[config.mk]
export PLATFORM = sky130hd
export DESIGN_NAME = boot_loader
export DESIGN_NICKNAME = d
export VERILOG_FILES = /design/src/rtl/boot_loader.sv
export SDC_FILE = /design/constraint.sdc
export NUM_CORES = 1
export LEC_CHECK = 0
export CAP_MARGIN = 25
export CORE_MARGIN = 2
export CORE_UTILIZATION = 62
export CTS_BUF_LIST = sky130_fd_sc_hd__clkbuf_8
export CTS_CLUSTER_DIAMETER = 100
export CTS_CLUSTER_SIZE = 12
export DETAILED_ROUTE_END_ITERATION = 8
export PLACE_DENSITY = 0.95
export SLEW_MARGIN = 40
export SYNTH_ARGS = -nofsm -noshare
export SYNTH_HDL_FRONTEND = slang
export SYNTH_SLANG_ARGS = --single-unit
[constraint.sdc]
create_clock -name clk -period 4.7 [get_ports clk]
set_clock_uncertainty 0.15 [all_clocks]
set_input_delay 0.94 -clock clk [delete_from_list [all_inputs] [get_ports clk]]
set_output_delay 0.94 -clock clk [all_outputs]
set_load 0.02 [all_outputs]
[src/rtl/boot_loader.sv]
// boot_loader: instruction-memory boot controller.
// Receives a program image over a UART byte stream (LEN_LO, LEN_HI, 4*N data bytes,
// 8-bit additive checksum), packs the data bytes into little-endian 32-bit words and
// writes them to consecutive word addresses while holding the CPU stalled.
//
// Ports:
//   clk       system clock, rising edge
//   reset     asynchronous active-low reset
//   start     one-cycle boot request (taken only in idle or error)
//   rx_valid  one-cycle strobe, rx_data holds a received byte
//   rx_data   received byte
//   cpu_hold  high stalls the CPU
//   wr_en     one-cycle instruction-memory write strobe
//   wr_addr   word-aligned byte address of the write
//   wr_data   word to write
//   done      one-cycle pulse after a verified load
//   err       high after a failed load until the next start
module boot_loader #(
    parameter int unsigned DEPTH   = 256,
    parameter int unsigned TIMEOUT = 100000
) (
    input  logic        clk,
    input  logic        reset,
    input  logic        start,
    input  logic        rx_valid,
    input  logic [7:0]  rx_data,
    output logic        cpu_hold,
    output logic        wr_en,
    output logic [31:0] wr_addr,
    output logic [31:0] wr_data,
    output logic        done,
    output logic        err
);

    localparam int unsigned IW = (DEPTH > 1) ? $clog2(DEPTH) : 1;
    localparam int unsigned TW = $clog2(TIMEOUT + 1);

    typedef enum logic [2:0] {StIdle, StLen0, StLen1, StData, StCsum, StErr} state_t;

    state_t        r_state, w_state_d;
    logic [15:0]   r_len,   w_len_d;
    logic [IW-1:0] r_widx,  w_widx_d;
    logic [1:0]    r_bsel,  w_bsel_d;
    // Only the first three bytes of a word are buffered; the fourth comes straight
    // from rx_data in the cycle that triggers the write.
    logic [23:0]   r_asm,   w_asm_d;
    logic [7:0]    r_csum,  w_csum_d;
    logic [TW-1:0] r_tmo,   w_tmo_d;

    logic          r_hold,  w_hold_d;
    logic          r_wr_en, w_wr_en_d;
    logic [31:0]   r_wr_addr, w_wr_addr_d;
    logic [31:0]   r_wr_data, w_wr_data_d;
    logic          r_done,  w_done_d;
    logic          r_err,   w_err_d;

    logic [15:0]   w_len_full;
    logic          w_bad_len;
    logic          w_last_word;
    logic          w_expire;

    assign w_len_full  = {rx_data, r_len[7:0]};
    assign w_bad_len   = (w_len_full == 16'd0) || (32'(w_len_full) > DEPTH);
    assign w_last_word = (16'(r_widx) == (r_len - 16'd1));
    // Expiry fires on the TIMEOUT-th consecutive cycle without a byte.
    assign w_expire    = !rx_valid && (r_tmo == TW'(TIMEOUT - 1));

    always_comb begin
        w_state_d   = r_state;
        w_len_d     = r_len;
        w_widx_d    = r_widx;
        w_bsel_d    = r_bsel;
        w_asm_d     = r_asm;
        w_csum_d    = r_csum;
        w_tmo_d     = r_tmo;
        w_wr_en_d   = 1'b0;
        w_wr_addr_d = r_wr_addr;
        w_wr_data_d = r_wr_data;
        w_done_d    = 1'b0;

        unique case (r_state)
            StIdle, StErr: begin
                if (start) begin
                    w_state_d = StLen0;
                    w_widx_d  = '0;
                    w_bsel_d  = '0;
                    w_csum_d  = '0;
                    w_tmo_d   = '0;
                end
            end
            StLen0, StLen1, StData, StCsum: begin
                if (rx_valid) begin
                    w_tmo_d = '0;
                    unique case (r_state)
                        StLen0: begin
                            w_len_d[7:0] = rx_data;
                            w_state_d    = StLen1;
                        end
                        StLen1: begin
                            w_len_d[15:8] = rx_data;
                            w_state_d     = w_bad_len ? StErr : StData;
                        end
                        StData: begin
                            w_asm_d  = {rx_data, r_asm[23:8]};
                            w_csum_d = r_csum + rx_data;
                            w_bsel_d = r_bsel + 2'd1;
                            if (r_bsel == 2'd3) begin
                                w_wr_en_d   = 1'b1;
                                w_wr_addr_d = 32'({r_widx, 2'b00});
                                w_wr_data_d = {rx_data, r_asm};
                                // Index stays put after the last word so N=DEPTH never wraps.
                                if (w_last_word) begin
                                    w_state_d = StCsum;
                                end else begin
                                    w_widx_d = r_widx + IW'(1);
                                end
                            end
                        end
                        default: begin
                            if (rx_data == r_csum) begin
                                w_state_d = StIdle;
                                w_done_d  = 1'b1;
                            end else begin
                                w_state_d = StErr;
                            end
                        end
                    endcase
                end else if (w_expire) begin
                    w_state_d = StErr;
                end else begin
                    w_tmo_d = r_tmo + TW'(1);
                end
            end
            default: w_state_d = StIdle;
        endcase

        w_hold_d = (w_state_d != StIdle);
        w_err_d  = (w_state_d == StErr);
    end

    always_ff @(posedge clk or negedge reset) begin
        if (!reset) begin
            r_state   <= StIdle;
            r_len     <= '0;
            r_widx    <= '0;
            r_bsel    <= '0;
            r_asm     <= '0;
            r_csum    <= '0;
            r_tmo     <= '0;
            r_hold    <= 1'b0;
            r_wr_en   <= 1'b0;
            r_wr_addr <= '0;
            r_wr_data <= '0;
            r_done    <= 1'b0;
            r_err     <= 1'b0;
        end else begin
            r_state   <= w_state_d;
            r_len     <= w_len_d;
            r_widx    <= w_widx_d;
            r_bsel    <= w_bsel_d;
            r_asm     <= w_asm_d;
            r_csum    <= w_csum_d;
            r_tmo     <= w_tmo_d;
            r_hold    <= w_hold_d;
            r_wr_en   <= w_wr_en_d;
            r_wr_addr <= w_wr_addr_d;
            r_wr_data <= w_wr_data_d;
            r_done    <= w_done_d;
            r_err     <= w_err_d;
        end
    end

    assign cpu_hold = r_hold;
    assign wr_en    = r_wr_en;
    assign wr_addr  = r_wr_addr;
    assign wr_data  = r_wr_data;
    assign done     = r_done;
    assign err      = r_err;

endmodule

After elaboration in Yosys (flattened, before gate mapping)
Cells that the tools add are included.
{ "word_totals": {"register_bits": 122, "latch_bits": 0, "ramBits": 0, "romBits": 0, "inputBits": 12, "output_inout_bits": 68, "wordCells": 87, "n_memories": 0} }
{ "op_classes": {"addsub": 5, "multipliers": 0, "div_mod_pow": 0, "magnitude_cmp": 1, "n_eq_ne": 16, "shifts": 0, "muxes": 34, "bitwise": 0, "reduce_logical": 17} }
{ "op_table": {"columns": ["cell", "count"], "rows": [
  ["$mux W8", 7],
  ["$mux W17", 3],
  ["$pmux W17 S2", 1],
  ["$pmux W8 S2", 2],
  ["$mux W3", 7],
  ["$add A17 B1 Y17 const B", 1],
  ["$eq A17 B17 Y1 const B", 1],
  ["$eq A8 B16 Y1", 1],
  ["$gt A16 B9 Y1 const B", 1],
  ["$logic_not A16 Y1", 1],
  ["$sub A16 B1 Y16 const B", 1],
  ["$reduce_and A3 Y1", 4],
  ["$ne A2 B2 Y1 const B", 5],
  ["$eq A3 B3 Y1 const B", 3],
  ["$pmux W3 S3", 1],
  ["$add A8 B1 Y8 const B", 1],
  ["$add A8 B8 Y8", 1],
  ["$eq A8 B8 Y1", 1],
  ["$mux W1", 8],
  ["$reduce_and A4 Y1", 2],
  ["$eq A3 B2 Y1 const B", 2],
  ["$mux W2", 3],
  ["$pmux W3 S2", 1],
  ["$reduce_and A6 Y1", 1],
  ["14 further kinds", 14]
]} }

Depth between registers and ports, before layout
{ "depth": {"ltp_word": 8, "depth_mapped": 11, "ltp_nobuf": 10} }

Worst setup path after synthesis
Ideal clock, no wire load.
{ "synth_timing": {"kind": "input-to-reg", "startpoint": "input rx_data[2]", "endpoint": "register r_hold (netlist: cpu_hold)", "setup_time_ns": 0.132, "arrival_ns": 2.784, "t_required_ns": 4.418, "setup_slack_ns": 1.634, "path_stages": 8, "n_path_buf": 0, "cell_sequence": "ha_1 nor4b_1 nand3_1 nor2b_1 o22ai_1 nor3b_1 a211o_1 or3b_1"} }
{ "synth_between": {"elab_chain_len": 7, "elab_cells_between_ends": 10, "classes_between": "order compare (1); eq/ne (1); mux (5); reduce/logical (3)"} }
{ "synth_lines": {"columns": ["item", "line", "rtl"], "rows": [
  ["start, declared", "26", "input logic [7:0] rx_data,"],
  ["$gt A16 B9 Y1 or $logic_not A16 Y1 (tied branches)", "63", "assign w_bad_len = (w_len_full == 16'd0) || (32'(w_len_full) > DEPTH);"],
  ["$logic_or A1 B1 Y1", "63", null],
  ["$mux W3", "101", "w_state_d = w_bad_len ? StErr : StData;"],
  ["$pmux W3 S3 *", "94", "unique case (r_state)"],
  ["$mux W3 *", "92", "if (rx_valid) begin"],
  ["$pmux W3 S2 *", "81", "unique case (r_state)"],
  ["net w_state_d[2]", "40", "state_t r_state, w_state_d;"],
  ["$reduce_bool A3 Y1 *", "137", "w_hold_d = (w_state_d != StIdle);"],
  ["net w_hold_d", "50", "logic r_hold, w_hold_d;"],
  ["end signal, assigned", "164", "r_hold <= w_hold_d;"],
  ["end, declared", "50", null]
]} }
Mark *: on every way through the listed nets, which the timed path passes. The rest lies on a longest branch.
A chain may end at the register's enable or synchronous reset.

Worst setup path after layout
{ "layout_timing": {"startpoint": "input rx_data[6]", "endpoint": "register r_hold (netlist: cpu_hold)"} }
The elaborated chain is that of the path after synthesis.

==> flow_metrics.env <==
export IMPL_status="complete, no violations"
export IMPL_clk_pin_slew_ps=80
export IMPL_worst_slew_pin_slew_ps=834
export IMPL_avgViaCountPerCell=6.00
export IMPL_worstHoldPathType="in -> async"
export IMPL_maxCapViolations=0
export IMPL_synth_top_cell_by_area="dfrtp_1"
export IMPL_max_freq_mhz=287
export IMPL_max_slew_margin_pct=44.4
export IMPL_ys_ff_latch=122
export IMPL_setup_viol=0
export IMPL_first_pass_iters=6
export IMPL_rows=36
export IMPL_crit_required_ps=4870
export IMPL_startpoint_type="input pin"
export IMPL_async_flop_share_pct=100
export IMPL_place_detailed_hpwl_um=9400
export IMPL_ys_types=58
export IMPL_netlist_instances=589
export IMPL_clockBufferDepth=2
export IMPL_hold_violations=0
export IMPL_clkSinkCount=122
export IMPL_synth_top_area_share_pct=50.5
export IMPL_synthToLayoutAreaGrowth_pct=15.7
export IMPL_crit_buf_inv=1
export IMPL_ant_nets=0
export IMPL_cts_resized=0
export IMPL_gp_congestion=0.892
export IMPL_timing_final_crit_period_ps=3480
export IMPL_fin_crit_sh_pct=74.0
export IMPL_vias=4735
export IMPL_core_area_um2=9590
export IMPL_critical_path_max_fanout=6
export IMPL_synth_edf_count=0
export IMPL_internal_power_mw=2.16
export IMPL_first_iter_violations=375
export IMPL_syn_avg_cell_area_um2=10.3
export IMPL_worstSetupEndpointType="register"
export IMPL_nNetsFinal=667
export IMPL_start_util_pct=63.0
export IMPL_cts_root_buf="clkbuf_8"
export IMPL_cts_tree="yes"
export IMPL_pwr_share_comb_pct=32.0
export IMPL_holdBufCountCts=0
export IMPL_grt_start_max_net_pins=67
export IMPL_critPathMaxStageDelay_ps=540
export IMPL_grt_pass1_wl_um=22600
export IMPL_ff2ff_setup_slack_ps=1360
export IMPL_switching_share_pct=39.3
export IMPL_synth_most_common_cell="dfrtp_1"
export IMPL_p_sw_mw=1.40
export IMPL_insertedDiodeCount=0
export IMPL_antenna_found_initial=0
export IMPL_wl_um=13600
export IMPL_pwr_share_clk_pct=24.6
export IMPL_netlist_top_cells_count="122 x dfrtp_1, 103 x nand2_1, 51 x mux2_2, 31 x nor2_1"
export IMPL_cts_made_buffers=17
export IMPL_critPathKind="in -> reg"
export IMPL_ys_warn_count=0
export IMPL_fillers=643
export IMPL_ios=80
export IMPL_htreeDepth=4
export IMPL_ir_drop_v=0.000389
export IMPL_synth_area_leaders="dfrtp_1 51%, mux2_2 9.5%, nand2_1 6.4%, buf_4 3.0%, ha_1 2.3%"
export IMPL_place_area_um2=6610
export IMPL_ys_flop_type="dfrtp_1"
export IMPL_path_cells="clkdlybuf4s50_1 -> ha_1 -> nor4_1 -> nand3_1 -> nor2b_1 -> o22ai_1 -> nor3b_1 -> a211o_1 -> or3b_1"
export IMPL_grtUsageTotal_pct=28.3
export IMPL_wl_per_cell_um=17.3
export IMPL_rsz0062_at_grt="no"
export IMPL_final_max_slew_viol_count=0
export IMPL_clk_latency_ps=440
export IMPL_io_buffer_count=55
export IMPL_drc=0
export IMPL_setup_tns_ps=0
export IMPL_critical_path_slowest_cell="clkdlybuf4s50_1"
export IMPL_fp_dieW_um=103
export IMPL_globalRouteOverflowTotal=0
export IMPL_dieArea_um2=10500
export IMPL_worst_ep_arrival_time_ps=3640
export IMPL_final_area_um2=6990
export IMPL_power_density_nw_per_um2=509
export IMPL_grt_pass1_vias=4576
export IMPL_p_leak_nw=3.28
export IMPL_die_y_um=103
export IMPL_crit_family="simple AND/OR/NAND/NOR gates"
export IMPL_post_cts_buffers=0
export IMPL_drive_gt1_share_pct=14.3
export IMPL_seq_area_frac_synth_pct=50.5
export IMPL_seq_power_share_pct=43.5
export IMPL_synthesis_area_um2=6040
## through the flow
step | std cells | total power, mW | setup WS, ps | hold WS [ps] | utilization (%)
3_3_place_gp | 757 | 2.56 | 954 | 305 | 68.9
6_report | 789 | 3.56 | 1220 | 319 | 72.9
4_1_cts | 789 | 3.54 | 1270 | 332 | 72.8
5_1_grt | 789 | 3.77 | 1100 | 342 | 72.9
3_5_place_dp | 757 | 2.65 | 835 | 312 | 68.9
2_1_floorplan | 612 | 2.34 | 1630 | 292 | -
## cells by family after synthesis
kind of cell | Yosys count | synth area share, %
muxes | 53 | 9.84
adders and majority gates | 12 | 2.61
DFF | 122 | 50.5
xor gates and xnor gates | 27 | 3.91
buffers and inverters | 68 | 5.84
and+or+nand+nor | 217 | 17.3
other | 1 | 0.0621
AOI/OAI and AO/OA | 89 | 9.88
## worst paths after layout
kind                            start          end  cells past startpoint
setup / recovery           rx_data[6]     cpu_hold                      9
hold / removal                  reset  wr_data[29]                      1
setup reg to reg             r_len[0]    r_widx[7]                      9
hold reg to reg              r_asm[3]     r_asm[3]                      2
max in group asynchronous       reset     r_asm[0]                      2
min in group clk             r_asm[3]     r_asm[3]                      2
## placed cells by master (no fill, tap or decap), types with 13 or more instances in the layout
cell type and count:
clkbuf_8 17, nor2_1 30, xor2_1 14, mux2_2 51
clkdlybuf4s50_1 54, a21oi_1 15, xnor2_1 13, inv_1 19
conb_1 24, dfrtp_1 122, o21ai_0 24, nand2_1 102
## power by group through the flow
stage          Combinational (mW)  Clock [mW]  Sequential (mW)
3_3_place_gp                 1.04           0             1.53
6_report                     1.14       0.875             1.55
3_5_place_dp                 1.10           0             1.55
5_1_grt                      1.26       0.934             1.57
2_1_floorplan               0.882           0             1.46
4_1_cts                      1.12       0.890             1.53
## per-layer routing
| metal | global-route usage (%) | share of wire (%) | wire length (µm) | up-vias |
|---|---|---|---|---|
| met1 | 37.6 | 42 | 5690 | 2349 |
| met5 | 0 | 0 | 0 | - |
| met4 | 12.9 | 2.3 | 311 | 0 |
| met2 | 45.1 | 49 | 6740 | 223 |
| met3 | 6.03 | 6.6 | 896 | 38 |
| li1 | - | - | - | 2125 |
## state kept, by name, summed over array words and instances (netlist names), 2 cells and up
signal / count
r_asm: 24
r_bsel: 2
r_csum: 8
r_len: 16
r_state: 3
r_tmo: 17
r_widx: 8
wr_addr: 8
wr_data: 32
## layout make-up
| cell class | count | area [µm²] | area share (%) |
|---|---|---|---|
| flip-flops and latches | 122 | 3050 | 43.7 |
| inverters | 18 | 67.6 | 0.966 |
| well taps | 133 | 166 | 2.38 |
| clock buffers | 17 | 234 | 3.35 |
| repair buffers | 62 | 604 | 8.64 |
| clock inverters | 15 | 140 | 2.00 |
| multi-input cells | 422 | 2730 | 39.0 |
No activity file was read; power rests on OpenSTA's default activity.
